<file path="config.mk">
export PLATFORM = sky130hd
export DESIGN_NAME = sccb_slave_regs_flat
export DESIGN_NICKNAME = d
export VERILOG_FILES = /design/src/rtl/sccb_pkg.sv /design/src/rtl/sccb_slave_regs_if.sv /design/src/rtl/sccb_line_sync.sv /design/src/rtl/sccb_slave_regs.sv /design/src/flat_wrapper.sv
export SDC_FILE = /design/constraint.sdc
export NUM_CORES = 1
export LEC_CHECK = 0
export BUFFER_PORTS_ARGS = -buffer_cell sky130_fd_sc_hd__clkbuf_2
export CAP_MARGIN = 25
export CORE_MARGIN = 2
export CORE_UTILIZATION = 30
export CTS_CLUSTER_SIZE = 28
export DETAILED_ROUTE_END_ITERATION = 8
export PLACE_DENSITY = 0.59
export REMOVE_ABC_BUFFERS = 1
export SETUP_SLACK_MARGIN = 0.2
export SLEW_MARGIN = 20
export SYNTH_ARGS = -nofsm -noshare
export SYNTH_HDL_FRONTEND = slang
export SYNTH_SLANG_ARGS = --single-unit
</file>
<file path="constraint.sdc">
create_clock -name clk -period 1.9 [get_ports clk]
set_clock_uncertainty 0.2 [all_clocks]
set_input_delay 0.38 -clock clk [delete_from_list [all_inputs] [get_ports clk]]
set_output_delay 0.38 -clock clk [all_outputs]
set_load 0.1 [all_outputs]
</file>
<file path="src/rtl/sccb_pkg.sv">
// sccb_pkg: definitions shared by the SCCB responder and any SCCB master bench.
//   - SCCB_ID_OV7670 : 7-bit device ID of the OV7670 camera (write 0x42 / read 0x43)
//   - CNT_W          : width of the per-byte bit counter
//   - ACK_BIT_IDX    : counter value of the 9th (ack / don't-care) bit
//   - sccb_state_e   : responder FSM state encoding
package sccb_pkg;

  localparam logic [6:0] SCCB_ID_OV7670 = 7'h21;

  localparam int CNT_W = 4;
  localparam logic [CNT_W-1:0] ACK_BIT_IDX = 4'd8;

  typedef enum logic [3:0] {
    S_IDLE,
    S_ID_RX,
    S_ID_ACK,
    S_ADDR_RX,
    S_ADDR_ACK,
    S_DATA_RX,
    S_DATA_ACK,
    S_RD_TX,
    S_RD_NA,
    S_IGNORE
  } sccb_state_e;

endpackage

</file>
<file path="src/rtl/sccb_slave_regs_if.sv">
// sccb_slave_regs_if: SCCB line and register-file port of the SCCB responder.
//   sclk, sdat_in         : bus clock and bus data level (asynchronous to clk)
//   sdat_on, sdat_out     : responder drives sdat_out onto the bus while sdat_on=1
//   reg_we/reg_wdata      : single-cycle write strobe with its data
//   rd_req                : single-cycle read request for reg_addr
//   reg_addr              : current sub-address, valid with reg_we and rd_req
//   reg_rdata             : read data, captured exactly one clk after rd_req
//   busy                  : high from START detect to STOP detect
// Strobe semantics: reg_we and rd_req carry no back-pressure; each is high for
// exactly one clk per event, and the register file must accept it on that edge.
interface sccb_slave_regs_if;
  logic       sclk;
  logic       sdat_in;
  logic       sdat_on;
  logic       sdat_out;
  logic       reg_we;
  logic [7:0] reg_addr;
  logic [7:0] reg_wdata;
  logic       rd_req;
  logic [7:0] reg_rdata;
  logic       busy;

  modport slave (
    input  sclk, sdat_in, reg_rdata,
    output sdat_on, sdat_out, reg_we, reg_addr, reg_wdata, rd_req, busy
  );

  modport master (
    output sclk, sdat_in, reg_rdata,
    input  sdat_on, sdat_out, reg_we, reg_addr, reg_wdata, rd_req, busy
  );
endinterface

</file>
<file path="src/rtl/sccb_line_sync.sv">
// sccb_line_sync: synchronises sclk/sdat into the clk domain and produces
// single-cycle line events.
//   clk, rst_n     : system clock, synchronous active-low reset
//   i_sclk, i_sdat : raw asynchronous bus pins
//   o_sclk_rise    : sclk 0->1
//   o_sclk_fall    : sclk 1->0
//   o_start        : sdat 1->0 while sclk held high
//   o_stop         : sdat 0->1 while sclk held high
//   o_sdat         : synchronised sdat level aligned with the events
// Events are registered, so pin-to-event latency is SYNC_STAGES+1 clk.
module sccb_line_sync #(
  parameter int SYNC_STAGES = 2
) (
  input  logic clk,
  input  logic rst_n,
  input  logic i_sclk,
  input  logic i_sdat,
  output logic o_sclk_rise,
  output logic o_sclk_fall,
  output logic o_start,
  output logic o_stop,
  output logic o_sdat
);

  logic [SYNC_STAGES-1:0] r_sclk_sync;
  logic [SYNC_STAGES-1:0] r_sdat_sync;
  logic                   r_sclk_hist;
  logic                   r_sdat_hist;
  logic                   r_rise;
  logic                   r_fall;
  logic                   r_start;
  logic                   r_stop;
  logic                   w_sclk;
  logic                   w_sdat;

  assign w_sclk = r_sclk_sync[SYNC_STAGES-1];
  assign w_sdat = r_sdat_sync[SYNC_STAGES-1];

  always_ff @(posedge clk) begin
    if (!rst_n) begin
      r_sclk_sync <= '0;
      r_sdat_sync <= '0;
      r_sclk_hist <= 1'b0;
      r_sdat_hist <= 1'b0;
      r_rise      <= 1'b0;
      r_fall      <= 1'b0;
      r_start     <= 1'b0;
      r_stop      <= 1'b0;
    end else begin
      r_sclk_sync <= {r_sclk_sync[SYNC_STAGES-2:0], i_sclk};
      r_sdat_sync <= {r_sdat_sync[SYNC_STAGES-2:0], i_sdat};
      r_sclk_hist <= w_sclk;
      r_sdat_hist <= w_sdat;
      r_rise      <= w_sclk & ~r_sclk_hist;
      r_fall      <= ~w_sclk & r_sclk_hist;
      // sclk must be high on both sides of the sdat edge, so a START/STOP can
      // never be confused with data changing around an sclk edge.
      r_start     <= w_sclk & r_sclk_hist & r_sdat_hist & ~w_sdat;
      r_stop      <= w_sclk & r_sclk_hist & ~r_sdat_hist & w_sdat;
    end
  end

  assign o_sclk_rise = r_rise;
  assign o_sclk_fall = r_fall;
  assign o_start     = r_start;
  assign o_stop      = r_stop;
  // The history flop holds the level the registered events were computed from.
  assign o_sdat      = r_sdat_hist;

endmodule

</file>
<file path="src/rtl/sccb_slave_regs.sv">
// sccb_slave_regs: SCCB responder with a simple register-file port.
//   clk, rst_n  : system clock (>=16x sclk), synchronous active-low reset
//   if_bus      : SCCB line + register port (see sccb_slave_regs_if)
//   o_dbg_state : current FSM state, for observation only
// Handles 3-phase writes (ID, sub-address, data) and 2-phase reads (ID, data).
// Bits are sampled on sclk rise MSB first; the bus is only changed on sclk
// fall, START, STOP or reset.
module sccb_slave_regs
  import sccb_pkg::*;
#(
  parameter logic [6:0] SLV_ID      = SCCB_ID_OV7670,
  parameter int         SYNC_STAGES = 2
) (
  input  logic               clk,
  input  logic               rst_n,
  sccb_slave_regs_if.slave   if_bus,
  output sccb_state_e        o_dbg_state
);

  logic w_rise, w_fall, w_start, w_stop, w_sdat;

  sccb_line_sync #(.SYNC_STAGES(SYNC_STAGES)) u_line_sync (
    .clk         (clk),
    .rst_n       (rst_n),
    .i_sclk      (if_bus.sclk),
    .i_sdat      (if_bus.sdat_in),
    .o_sclk_rise (w_rise),
    .o_sclk_fall (w_fall),
    .o_start     (w_start),
    .o_stop      (w_stop),
    .o_sdat      (w_sdat)
  );

  sccb_state_e      r_state, w_nxt_state;
  logic [CNT_W-1:0] r_cnt, w_nxt_cnt;
  logic [7:0]       r_shift, w_nxt_shift;
  logic             r_rd_mode, w_nxt_rd_mode;
  logic             r_sdat_on, w_nxt_sdat_on;
  logic             r_sdat_out, w_nxt_sdat_out;
  logic             r_reg_we, w_nxt_reg_we;
  logic             r_rd_req, w_nxt_rd_req;
  logic [7:0]       r_reg_addr, w_nxt_reg_addr;
  logic [7:0]       r_reg_wdata, w_nxt_reg_wdata;
  logic             r_busy, w_nxt_busy;
  logic [7:0]       w_byte;

  always_ff @(posedge clk) begin
    if (!rst_n) begin
      r_state     <= S_IDLE;
      r_cnt       <= '0;
      r_shift     <= '0;
      r_rd_mode   <= 1'b0;
      r_sdat_on   <= 1'b0;
      r_sdat_out  <= 1'b0;
      r_reg_we    <= 1'b0;
      r_rd_req    <= 1'b0;
      r_reg_addr  <= '0;
      r_reg_wdata <= '0;
      r_busy      <= 1'b0;
    end else begin
      r_state     <= w_nxt_state;
      r_cnt       <= w_nxt_cnt;
      r_shift     <= w_nxt_shift;
      r_rd_mode   <= w_nxt_rd_mode;
      r_sdat_on   <= w_nxt_sdat_on;
      r_sdat_out  <= w_nxt_sdat_out;
      r_reg_we    <= w_nxt_reg_we;
      r_rd_req    <= w_nxt_rd_req;
      r_reg_addr  <= w_nxt_reg_addr;
      r_reg_wdata <= w_nxt_reg_wdata;
      r_busy      <= w_nxt_busy;
    end
  end

  // Byte as it stands once the bit sampled on this rise is shifted in.
  assign w_byte = {r_shift[6:0], w_sdat};

  always_comb begin
    w_nxt_state     = r_state;
    w_nxt_cnt       = r_cnt;
    w_nxt_shift     = r_shift;
    w_nxt_rd_mode   = r_rd_mode;
    w_nxt_sdat_on   = r_sdat_on;
    w_nxt_sdat_out  = r_sdat_out;
    w_nxt_reg_we    = 1'b0;
    w_nxt_rd_req    = 1'b0;
    w_nxt_reg_addr  = r_reg_addr;
    w_nxt_reg_wdata = r_reg_wdata;
    w_nxt_busy      = r_busy;

    // Register file answers one clk after the request; sclk edges are far
    // apart, so this never collides with a shift.
    if (r_rd_req) w_nxt_shift = if_bus.reg_rdata;

    if (w_stop) begin
      w_nxt_state    = S_IDLE;
      w_nxt_cnt      = '0;
      w_nxt_sdat_on  = 1'b0;
      w_nxt_sdat_out = 1'b0;
      w_nxt_busy     = 1'b0;
    end else if (w_start) begin
      // Also covers a repeated START: any partial byte is simply dropped.
      w_nxt_state    = S_ID_RX;
      w_nxt_cnt      = '0;
      w_nxt_sdat_on  = 1'b0;
      w_nxt_sdat_out = 1'b0;
      w_nxt_busy     = 1'b1;
    end else begin
      case (r_state)
        S_ID_RX, S_ADDR_RX, S_DATA_RX: begin
          if (w_rise) begin
            w_nxt_shift = w_byte;
            w_nxt_cnt   = r_cnt + 4'd1;
            if (r_cnt == ACK_BIT_IDX - 4'd1) begin
              if (r_state == S_ID_RX) begin
                if (w_byte[7:1] == SLV_ID) begin
                  w_nxt_state   = S_ID_ACK;
                  w_nxt_rd_mode = w_byte[0];
                  w_nxt_rd_req  = w_byte[0];
                end else begin
                  w_nxt_state = S_IGNORE;
                end
              end else if (r_state == S_ADDR_RX) begin
                w_nxt_reg_addr = w_byte;
                w_nxt_state    = S_ADDR_ACK;
              end else begin
                w_nxt_reg_wdata = w_byte;
                w_nxt_reg_we    = 1'b1;
                w_nxt_state     = S_DATA_ACK;
              end
            end
          end
        end

        S_ID_ACK, S_ADDR_ACK, S_DATA_ACK: begin
          if (w_fall) begin
            if (!r_sdat_on) begin
              // First fall after the 8th bit: pull the line low for the ack.
              w_nxt_sdat_on  = 1'b1;
              w_nxt_sdat_out = 1'b0;
            end else begin
              w_nxt_sdat_on  = 1'b0;
              w_nxt_sdat_out = 1'b0;
              w_nxt_cnt      = '0;
              if (r_state == S_ID_ACK) begin
                if (r_rd_mode) begin
                  // The fall ending the ack is also where read bit 7 goes out.
                  w_nxt_state    = S_RD_TX;
                  w_nxt_sdat_on  = 1'b1;
                  w_nxt_sdat_out = r_shift[7];
                  w_nxt_shift    = {r_shift[6:0], 1'b0};
                  w_nxt_cnt      = 4'd1;
                end else begin
                  w_nxt_state = S_ADDR_RX;
                end
              end else if (r_state == S_ADDR_ACK) begin
                w_nxt_state = S_DATA_RX;
              end else begin
                w_nxt_state = S_IGNORE;
              end
            end
          end
        end

        S_RD_TX: begin
          if (w_fall) begin
            if (r_cnt == ACK_BIT_IDX) begin
              w_nxt_sdat_on  = 1'b0;
              w_nxt_sdat_out = 1'b0;
              w_nxt_cnt      = '0;
              w_nxt_state    = S_RD_NA;
            end else begin
              w_nxt_sdat_on  = 1'b1;
              w_nxt_sdat_out = r_shift[7];
              w_nxt_shift    = {r_shift[6:0], 1'b0};
              w_nxt_cnt      = r_cnt + 4'd1;
            end
          end
        end

        // The master's NA bit carries no information for us.
        S_RD_NA: begin
          if (w_rise) w_nxt_state = S_IGNORE;
        end

        default: begin
          w_nxt_sdat_on = 1'b0;
        end
      endcase
    end
  end

  assign if_bus.sdat_on   = r_sdat_on;
  assign if_bus.sdat_out  = r_sdat_out;
  assign if_bus.reg_we    = r_reg_we;
  assign if_bus.reg_addr  = r_reg_addr;
  assign if_bus.reg_wdata = r_reg_wdata;
  assign if_bus.rd_req    = r_rd_req;
  assign if_bus.busy      = r_busy;
  assign o_dbg_state      = r_state;

endmodule
</file>
<file path="src/flat_wrapper.sv">
// flat-port wrapper written by rule: the top's interface ports become plain ports
module sccb_slave_regs_flat import sccb_pkg::*;
#(
  parameter logic [6:0] SLV_ID      = SCCB_ID_OV7670,
  parameter int         SYNC_STAGES = 2
)
  (clk, rst_n, o_dbg_state, if_bus_sclk, if_bus_sdat_in, if_bus_reg_rdata, if_bus_sdat_on, if_bus_sdat_out, if_bus_reg_we, if_bus_reg_addr, if_bus_reg_wdata, if_bus_rd_req, if_bus_busy);
  sccb_slave_regs_if if_bus_i ();
  input  logic clk;
  input  logic rst_n;
  output sccb_state_e o_dbg_state;
  input wire logic [$bits(if_bus_i.sclk)-1:0] if_bus_sclk;
  input wire logic [$bits(if_bus_i.sdat_in)-1:0] if_bus_sdat_in;
  input wire logic [$bits(if_bus_i.reg_rdata)-1:0] if_bus_reg_rdata;
  output wire logic [$bits(if_bus_i.sdat_on)-1:0] if_bus_sdat_on;
  output wire logic [$bits(if_bus_i.sdat_out)-1:0] if_bus_sdat_out;
  output wire logic [$bits(if_bus_i.reg_we)-1:0] if_bus_reg_we;
  output wire logic [$bits(if_bus_i.reg_addr)-1:0] if_bus_reg_addr;
  output wire logic [$bits(if_bus_i.reg_wdata)-1:0] if_bus_reg_wdata;
  output wire logic [$bits(if_bus_i.rd_req)-1:0] if_bus_rd_req;
  output wire logic [$bits(if_bus_i.busy)-1:0] if_bus_busy;
  assign if_bus_i.sclk = if_bus_sclk;
  assign if_bus_i.sdat_in = if_bus_sdat_in;
  assign if_bus_i.reg_rdata = if_bus_reg_rdata;
  assign if_bus_sdat_on = if_bus_i.sdat_on;
  assign if_bus_sdat_out = if_bus_i.sdat_out;
  assign if_bus_reg_we = if_bus_i.reg_we;
  assign if_bus_reg_addr = if_bus_i.reg_addr;
  assign if_bus_reg_wdata = if_bus_i.reg_wdata;
  assign if_bus_rd_req = if_bus_i.rd_req;
  assign if_bus_busy = if_bus_i.busy;
  sccb_slave_regs #(.SLV_ID(SLV_ID), .SYNC_STAGES(SYNC_STAGES)) u_core (.clk(clk), .rst_n(rst_n), .if_bus(if_bus_i), .o_dbg_state(o_dbg_state));
endmodule
</file>
==> flow_metrics.tcl, run 1 <==
set metrics [dict create \
    relSlewSlack_pct 67.6 \
    peakVddDrop_uv 504 \
    power_mw 1.87 \
    die_h_um 90.2 \
    antenna_cells 0 \
    synth_top_cell_by_area "dfxtp_1" \
    cts_tree "yes" \
    synth_seq_cells 48 \
    grt_first_pass_wirelength_mm 9.73 \
    gp_congestion 0.865 \
    dominantRegCellSynth "dfxtp_1" \
    utilization_pct 52.0 \
    firstDrtPassIters 4 \
    place_ws_ns -0.221 \
    synth_top_area_share_pct 43.1 \
    fmax_ghz 0.506 \
    worstPathMaxFanout 5 \
    syn_area_um2 2230 \
    finalHoldViolations 0 \
    synth_edf_count 0 \
    min_period_ns 1.98 \
    worst_pin_slew_ns 0.489 \
    synthCells 236 \
    holdCritPathClass "input pin to flip-flop" \
    rsz0062_at_grt "yes" \
    clockBufferDepth 2 \
    cts_root_buf "clkbuf_8" \
    avgRoutedWirePerCell_um 15.5 \
    setup_viol 12 \
    grt_pass1_vias 2056 \
    ys_types 51 \
    antenna_found_initial 0 \
    m1WireLength_mm 2.91 \
    ys_top_cells_by_area "dfxtp_1 (43%), mux2i_1 (11%), nor2_1 (5.7%)" \
    core_um2 7210 \
    cp-end-kind "flip-flop" \
    maxSlewViolCount 0 \
    hpwl_mm 3.84 \
    status "finished with violations" \
    clock_latency_ns 0.30 \
    violations "negative setup slack" \
    fp.dieW_um 90.2 \
    cts_sinks 48 \
    power_density_nw_per_um2 497 \
    synth.cells.most_frequent "dfxtp_1 (48), nor2_1 (34), mux2i_1 (25)" \
    drive_gt1_share_pct 54.3 \
    synthToLayoutAreaGrowth_pct 68.5 \
    wl_met2_mm 3.53 \
    dr_wl_met3_um 177 \
    wirelength_mm 6.83 \
    yosysMostFrequentCell "dfxtp_1" \
    drc 0 \
    synth.yosys.warnings 0 \
    drt_iter0_drc 80 \
    io_pins 37 \
    setup_slack_ns -0.0770 \
    rows 31 \
    cts_made_buffers 5 \
    cts_max_level 2 \
    syn_area_per_cell_um2 9.44 \
    asyncSetResetFlopFracSynth_pct 0 \
    highest_layer "met4" \
    finalCritPeriodShare_pct 104 \
    start_util_pct 30.9 \
    die_area_um2 8130 \
    required_ns 1.92 \
    crit_path_start_kind "flip-flop" \
    cap_violations 0 \
    layout.nets 354 \
    grt_max_degree 18 \
    viasPerCell 4.92 \
    cts_hold_buf 0 \
    crit_type "flip-flop to flip-flop" \
    seq_area_frac_synth_pct 43.1 \
    gr-usage-all-layers_pct 14.7 \
    vias 2164 \
    cts.clk_slew.worst_paths_ns 0.09 \
    grt-ovfl-total 0 \
    cp.arrival_ns 1.99 \
    final_antenna_net_count 0 \
    p_leak_nw 1.44 \
    portBuffers 36 \
]
## report_power, final
part | switching [mW] | total [mW] | internal (mW)
registers | 0.00779 | 1.01 | 1.01
clock network | 0.353 | 0.783 | 0.431
logic | 0.0354 | 0.0691 | 0.0336
total | 0.396 | 1.87 | 1.47
## cells by family (layout without fill, tap and decap cells)
logic type,after synthesis,count (layout),synth area share (%)
AND/OR/NAND/NOR,90,90,22.1
AO/OA/AOI/OAI,48,48,17.2
flip-flops,48,48,43.1
multiplexers,25,25,11.2
buffers and inverters,22,127,4.83
adder cells (fa/ha/maj),2,2,1.12
XOR/XNOR,1,1,0.393
## routing by layer
metal | track usage [%] | vias to the layer above
met5 | 0 | -
met4 | 7.05 | 0
met3 | 3.19 | 17
met2 | 24.7 | 35
met1 | 17.8 | 1047
li1 | - | 1065
## timing repair
item                       in CTS  in global routing
buffers inserted                9                 30
gates resized for setup        73                 63
gates cloned                    1                  1
setup endpoints to repair      48                 50
pin swaps                      20                 23
## cell usage in the layout (no fill, tap or decap), types with 9 or more instances in the layout
| cell type | synthesis | final |
|---|---|---|
| buf_2 | 5 | 9 |
| buf_12 | 0 | 9 |
| buf_4 | 3 | 46 |
| clkbuf_2 | 0 | 11 |
| buf_6 | 1 | 26 |
| dfxtp_1 | 48 | 41 |
| mux2i_1 | 25 | 25 |
| a21oi_2 | 0 | 9 |
| nor2_1 | 34 | 32 |
| clkbuf_4 | 0 | 10 |
## layout make-up
| class | instances | area, um2 |
|---|---|---|
| Tap cell | 99 | 124 |
| Clock inverter | 2 | 38.8 |
| Timing Repair Buffer | 113 | 1040 |
| Clock buffer | 6 | 82.6 |
| Fill cell | 631 | 3460 |
| Sequential cell | 48 | 985 |
| Multi-Input combinational cell | 166 | 1470 |
| Inverter | 6 | 22.5 |
## flip-flops by register name, indices dropped and copies added, names as in the netlist
signal and flops:
u_core.if_bus.sdat_on 1, u_core.if_bus.reg_wdata 8, u_core.u_line_sync.r_sclk_hist 1, u_core.if_bus.reg_addr 8, u_core.u_line_sync.r_sdat_sync 2, u_core.u_line_sync.o_stop 1, u_core.if_bus.busy 1, u_core.if_bus.sdat_out 1
u_core.r_shift 8, u_core.r_rd_mode 1, u_core.u_line_sync.o_sdat 1, u_core.u_line_sync.o_sclk_rise 1, u_core.u_line_sync.o_sclk_fall 1, u_core.r_cnt 4, u_core.u_line_sync.o_start 1, u_core.if_bus.rd_req 1
u_core.u_line_sync.r_sclk_sync 2, u_core.if_bus.reg_we 1, u_core.o_dbg_state 4
## per-stage QoR
step                hold WS, ns  cells  TNS (ns)  instance area [um2]
finish                   0.0780    440    -0.465                 3750
global route             0.0647    440     -2.33                 3750
CTS                      0.0663    409  -0.00397                 3280
detailed placement        0.223    391     -4.64                 2790
global placement          0.220    391     -4.20                 2790
floorplan                 0.205    220    -39.62                 2140
## worst max-delay path, cell delays in order, from the launching register on
cell,delay (ns)
dfxtp_4,0.37
buf_4,0.14
nor2b_4,0.12
buf_4,0.14
and3_4,0.20
o211ai_4,0.12
buf_6,0.14
buf_6,0.11
buf_16,0.13
a311oi_1,0.21
## worst paths after layout
path         cells past startpoint                                end                         startpoint  slack (ns)
max                              9                  u_core.r_shift[1]              u_core.o_dbg_state[3]       -0.08
min                              2  u_core.u_line_sync.r_sdat_sync[0]                     if_bus_sdat_in        0.08
max reg2reg                      9                  u_core.r_shift[1]              u_core.o_dbg_state[3]       -0.08
min reg2reg                      1     u_core.u_line_sync.o_sclk_fall  u_core.u_line_sync.r_sclk_sync[1]        0.24
Note: power is estimated with default switching activity, not from simulation.
==> inputs of run 2 (changes only) <==
- SETUP_SLACK_MARGIN: 0.2 -> unset
==> run 2 against run 1 <==
Effect of this change: the run still ends with negative setup slack left; setup slack improved by 0.040 ns; final cell count is 6.8% lower; first-iteration DRC count is 44% higher.
==> flow_metrics.tcl, run 2 (synthesis gave the netlist of run 1 again) <==
set metrics [dict create \
    timing.hold.ws_ns 0.0788 \
    cts_tree "yes" \
    wirelength_mm 5.59 \
    crit_path_start_kind "flip-flop" \
    final_antenna_net_count 0 \
    maxSlewViolCount 0 \
    cts_root_buf "clkbuf_8" \
    vias 1988 \
    hp-start "if_bus_sdat_in" \
    grt-ovfl-total 0 \
    cp_slowest_stage_delay_ns 0.38 \
    cts_sinks 48 \
    cts_max_level 2 \
    status "finished with violations" \
    grt_pass1_vias 1896 \
    rows 31 \
    io_pins 37 \
    relSlewSlack_pct 63.9 \
    min_period_ns 1.94 \
    p_leak_nw 1.22 \
    fill_cells 709 \
    violations "negative setup slack" \
    power_switching_mw 0.389 \
    r2r_slack_ns -0.04 \
    drt_iter0_drc 115 \
    crit_slowest_cell "dfxtp_4" \
    viasPerCell 4.85 \
    drc 0 \
    cp.arrival_ns 1.93 \
    clock_latency_ns 0.30 \
    antenna_found_initial 0 \
    power_mw 1.86 \
    seq_area_um2 983 \
    finalCritPeriodShare_pct 102 \
    layout_common_cells "dfxtp_1 (42), nor2_1 (33), buf_4 (33)" \
    cts_made_buffers 5 \
    comb_power_share_pct 3.5 \
    sw_frac_of_total_pct 20.9 \
    gr-usage-all-layers_pct 13.5 \
    required_ns 1.90 \
    cap_violations 0 \
    avgRoutedWirePerCell_um 13.6 \
    final_common_cell "dfxtp_1" \
    setup_slack_ns -0.0365 \
    setup_viol 16 \
    holdCritPathClass "input pin to flip-flop" \
    rsz0062_at_grt "yes" \
    layout.nets 324 \
    fp.dieW_um 90.2 \
    hpwl_mm 3.84 \
    core_um2 7210 \
    drive_gt1_share_pct 40.5 \
    holdPathStages 2 \
    antenna_cells 0 \
    die_area_um2 8130 \
    fmax_ghz 0.516 \
    reg2regPathDepth 7 \
    synthToLayoutAreaGrowth_pct 45.0 \
    grt_first_pass_wirelength_mm 9.03 \
    rr_endpoint "u_core.if_bus.reg_addr[6]" \
    r2r_start "u_core.r_cnt[0]" \
    portBuffers 36 \
    seq_power_share_pct 54.5 \
    clockBufferDepth 2 \
    die_h_um 90.2 \
    crit_type "flip-flop to flip-flop" \
    worst_pin_slew_ns 0.544 \
    cp-end-kind "flip-flop" \
    start_util_pct 30.9 \
    finalHoldViolations 0 \
    peakVddDrop_uv 500 \
    gp_congestion 0.865 \
    intPower_mw 1.47 \
    min_to "u_core.u_line_sync.r_sdat_sync[0]" \
    crit_chain "ha_4, and3b_2, nand4_4, nor3b_1, buf_4, mux2i_1, nor2_1" \
    grt_max_degree 18 \
    cts.clk_slew.worst_paths_ns 0.09 \
    worstPathMaxFanout 8 \
    p_clk_share_pct 42.0 \
    power_density_nw_per_um2 575 \
    firstDrtPassIters 5 \
    multi_input_area_um2 1290 \
]
## run 2: power by group through the flow
| stage | sequential, mW | clock (mW) | combinational, mW |
|---|---|---|---|
| after floorplan | 1.05 | 0 | 0.0268 |
| after global placement | 1.05 | 0 | 0.0586 |
| after detailed placement | 1.05 | 0 | 0.0602 |
| after CTS | 1.02 | 0.802 | 0.0606 |
| after global routing | 1.02 | 0.846 | 0.0721 |
| final | 1.01 | 0.780 | 0.0651 |
## run 2: repair_timing
item,in CTS,in global routing
endpoints found under the setup margin,33,32
hold buffers,0,0
gates cloned,0,2
pin swaps,5,15
resized for setup,22,34
buffers inserted,4,6
## run 2: worst max-delay path by stage
| stage | startpoint | end | slack [ns] |
|---|---|---|---|
| 3_3_place_gp | u_core.o_dbg_state[0] | u_core.if_bus.reg_wdata[7] | -0.19 |
| 6_report | u_core.r_cnt[0] | u_core.if_bus.reg_addr[6] | -0.04 |
| 5_1_grt | u_core.o_dbg_state[3] | u_core.r_shift[6] | -0.15 |
| 3_5_place_dp | u_core.r_cnt[0] | u_core.r_shift[6] | -0.22 |
| 2_1_floorplan | u_core.o_dbg_state[0] | u_core.if_bus.reg_addr[0] | -1.63 |
| 4_1_cts | u_core.r_cnt[0] | u_core.o_dbg_state[1] | -0.005 |
## run 2: per-stage QoR
step                std cells  setup TNS (ns)  util [%]  worst slack [ns]  instance area, um2
finish                    410          -0.279      44.8           -0.0365                3230
global route              410           -2.57      44.8            -0.154                3230
CTS                       403        -0.00464      42.0          -0.00464                3030
detailed placement        391           -4.64      38.7            -0.221                2790
global placement          391           -4.20      38.7            -0.191                2790
floorplan                 220          -39.62         -             -1.63                2140
## run 2: area by class of cell
cell class	count	area share, %
inverters	6	0.697
well taps	99	3.83
multi-input cells	166	40.0
repair buffers	83	21.3
flip-flops and latches	48	30.4
clock inverters	2	1.20
clock buffers	6	2.56
## run 2: routing by layer
layer | wire (um) | vias up | share of wire [%] | global-route usage (%)
li1 | - | 1000 | - | -
met2 | 2790 | 23 | 50 | 22.7
met3 | 145 | 7 | 2.6 | 2.93
met5 | 0 | - | 0 | 0
met4 | 74 | 0 | 1.3 | 5.90
met1 | 2580 | 958 | 46 | 16.7
## run 2: critical path: cells and delay by family (launching register included)
kind	cells	cell delay [ns]
adder cells (fa/ha/maj)	1	0.14
buffers and inverters	1	0.25
flip-flops	1	0.38
multiplexers	1	0.21
AND/OR/NAND/NOR	4	0.64
==> inputs of run 3 (changes only) <==
- MAX_ROUTING_LAYER: unset -> met4
- RECOVER_POWER: unset -> 25
==> run 3 against run 2 <==
Effect of this change: the flow still finishes with violations (negative setup slack); combinational power rose by 8.3%; final area fell by 3.4%; fmax rose by 1.6%; non-clock buffer count fell by 5; global-route usage rose by 0.80 points; die area did not move; critical path type unchanged; critical endpoint is now u_core.o_dbg_state[3]; highest routed layer unchanged.
==> flow_metrics.tcl, run 3 (synthesis gave the netlist of run 1 again) <==
set metrics [dict create \
    status "finished with violations" \
    violations "negative setup slack" \
    grt-ovfl-total 0 \
    comb_power_share_pct 4.1 \
    timing.hold.ws_ns 0.0865 \
    clock_latency_ns 0.30 \
    cts_root_buf "clkbuf_8" \
    min_period_ns 1.91 \
    antenna_cells 0 \
    cp_slowest_stage_delay_ns 0.34 \
    gp_congestion 0.838 \
    grt_first_pass_wirelength_mm 9.32 \
    sw_frac_of_total_pct 22.5 \
    rsz0062_at_grt "yes" \
    intPower_mw 1.34 \
    clockBufferDepth 2 \
    layout_common_cells "dfxtp_1 (42), nor2_1 (34), clkbuf_2 (31)" \
    holdCritPathClass "input pin to flip-flop" \
    p_leak_nw 1.17 \
    die_h_um 90.2 \
    setup_slack_ns -0.00628 \
    peakVddDrop_uv 539 \
    power_density_nw_per_um2 556 \
    rows 31 \
    critical-path-top-delay-family "compound AO/OA/AOI/OAI gates" \
    seq_power_share_pct 58.6 \
    antenna_found_initial 0 \
    cts_hold_buf 0 \
    start_util_pct 30.9 \
    relSlewSlack_pct 63.5 \
    utilization_pct 43.2 \
    crit_buf_inv 2 \
    hpwl_mm 4.03 \
    io_pins 37 \
    maxSlewViolCount 0 \
    die_area_um2 8130 \
    final_antenna_net_count 0 \
    firstDrtPassIters 4 \
    cts_sinks 48 \
    fill_cells 735 \
    worst_pin_slew_ns 0.549 \
    gr-usage-all-layers_pct 14.3 \
    cts_max_level 2 \
    portBuffers 36 \
    p_clk_share_pct 37.3 \
    grt_pass1_vias 1912 \
    cts_made_buffers 5 \
    avgRoutedWirePerCell_um 13.7 \
    dp.cells 390 \
    power_mw 1.73 \
    synthToLayoutAreaGrowth_pct 40.0 \
    crit_type "flip-flop to flip-flop" \
    fmax_ghz 0.525 \
    drt_iter0_drc 85 \
    fp.dieW_um 90.2 \
    finalHoldViolations 0 \
    cts_tree "yes" \
    crit_chain "inv_1, ha_1, nand3b_1, a32o_2, a311oi_4, buf_6, o221a_2, nor3_1" \
    drive_gt1_share_pct 38.9 \
    grt_max_degree 17 \
    wirelength_mm 5.53 \
    drc 0 \
    core_um2 7210 \
    cap_violations 0 \
    dpl_cell_area_um2 2790 \
    cts.clk_slew.worst_paths_ns 0.09 \
    cp-end-kind "flip-flop" \
    power_switching_mw 0.391 \
    crit_path_start_kind "flip-flop" \
    stdcell_area_um2 3120 \
    worstPathMaxFanout 8 \
    vias 1956 \
    cp.arrival_ns 1.89 \
    final_common_cell "dfxtp_1" \
    finalCritPeriodShare_pct 100 \
    setup_viol 3 \
    required_ns 1.89 \
    crit_slowest_cell "dfxtp_2" \
    viasPerCell 4.83 \
    final_cells 405 \
    layout.nets 319 \
]
[run 3: changes by cell type in the layout (fill, tap and decap cells not counted), sizes merged]
| cell | delta |
|---|---|
| bufinv | -1 |
| inv | +1 |
| buf | -4 |
| clkbuf | -1 |
[run 3: path summary, 6_finish.rpt]
path                            cells past startpoint  slack [ns]                                end                              start
worst max register to register                      8      -0.006              u_core.o_dbg_state[3]                    u_core.r_cnt[0]
worst min-delay path                                2        0.09  u_core.u_line_sync.r_sclk_sync[0]                        if_bus_sclk
worst max-delay path                                8      -0.006              u_core.o_dbg_state[3]                    u_core.r_cnt[0]
worst min register to register                      1        0.24  u_core.u_line_sync.r_sclk_sync[1]  u_core.u_line_sync.r_sclk_sync[0]
[run 3: layout make-up]
type	instances	area [um2]	share of cell area, %
Clock buffer	6	82.6	2.65
Tap cell	99	124	3.97
Inverter	6	22.5	0.722
Timing Repair Buffer	78	633	20.3
Multi-Input combinational cell	166	1260	40.6
Sequential cell	48	978	31.4
Clock inverter	2	13.8	0.441
[run 3: worst register-to-register path: cells and delay by family, from the launching register on]
| kind | cells | cell delay, ns |
|---|---|---|
| simple gates | 2 | 0.15 |
| fa+ha+maj | 1 | 0.14 |
| buf+inv | 2 | 0.24 |
| compound gates | 3 | 0.73 |
| flops | 1 | 0.34 |
[run 3: repair_timing]
action / 4_1_cts / 5_1_grt
pin swaps: 4 / 4
buffers inserted: 3 / 3
endpoints found under the setup margin: 33 / 33
gates resized for setup: 19 / 31
cloned: 0 / 1
[run 3: per-stage QoR]
step,worst slack [ns],TNS (ns)
global placement,-0.126,-2.66
CTS,-0.00976,-0.0304
finish,-0.00628,-0.00844
global route,-0.123,-1.77
floorplan,-1.63,-39.62
detailed placement,-0.146,-2.78
[run 3: routing by layer]
layer / track usage, % / wire length (um)
met5: - / 0
met4: 3.85 / 56
met3: 2.93 / 126
met2: 24.2 / 2760
met1: 17.5 / 2590
[run 3: power groups by stage]
stage	logic, mW	clock network, mW	registers, mW
after floorplan	0.0268	0	1.05
after global placement	0.0623	0	1.05
after detailed placement	0.0640	0	1.05
after CTS	0.0670	0.672	1.02
after global routing	0.0782	0.706	1.02
final	0.0705	0.647	1.02
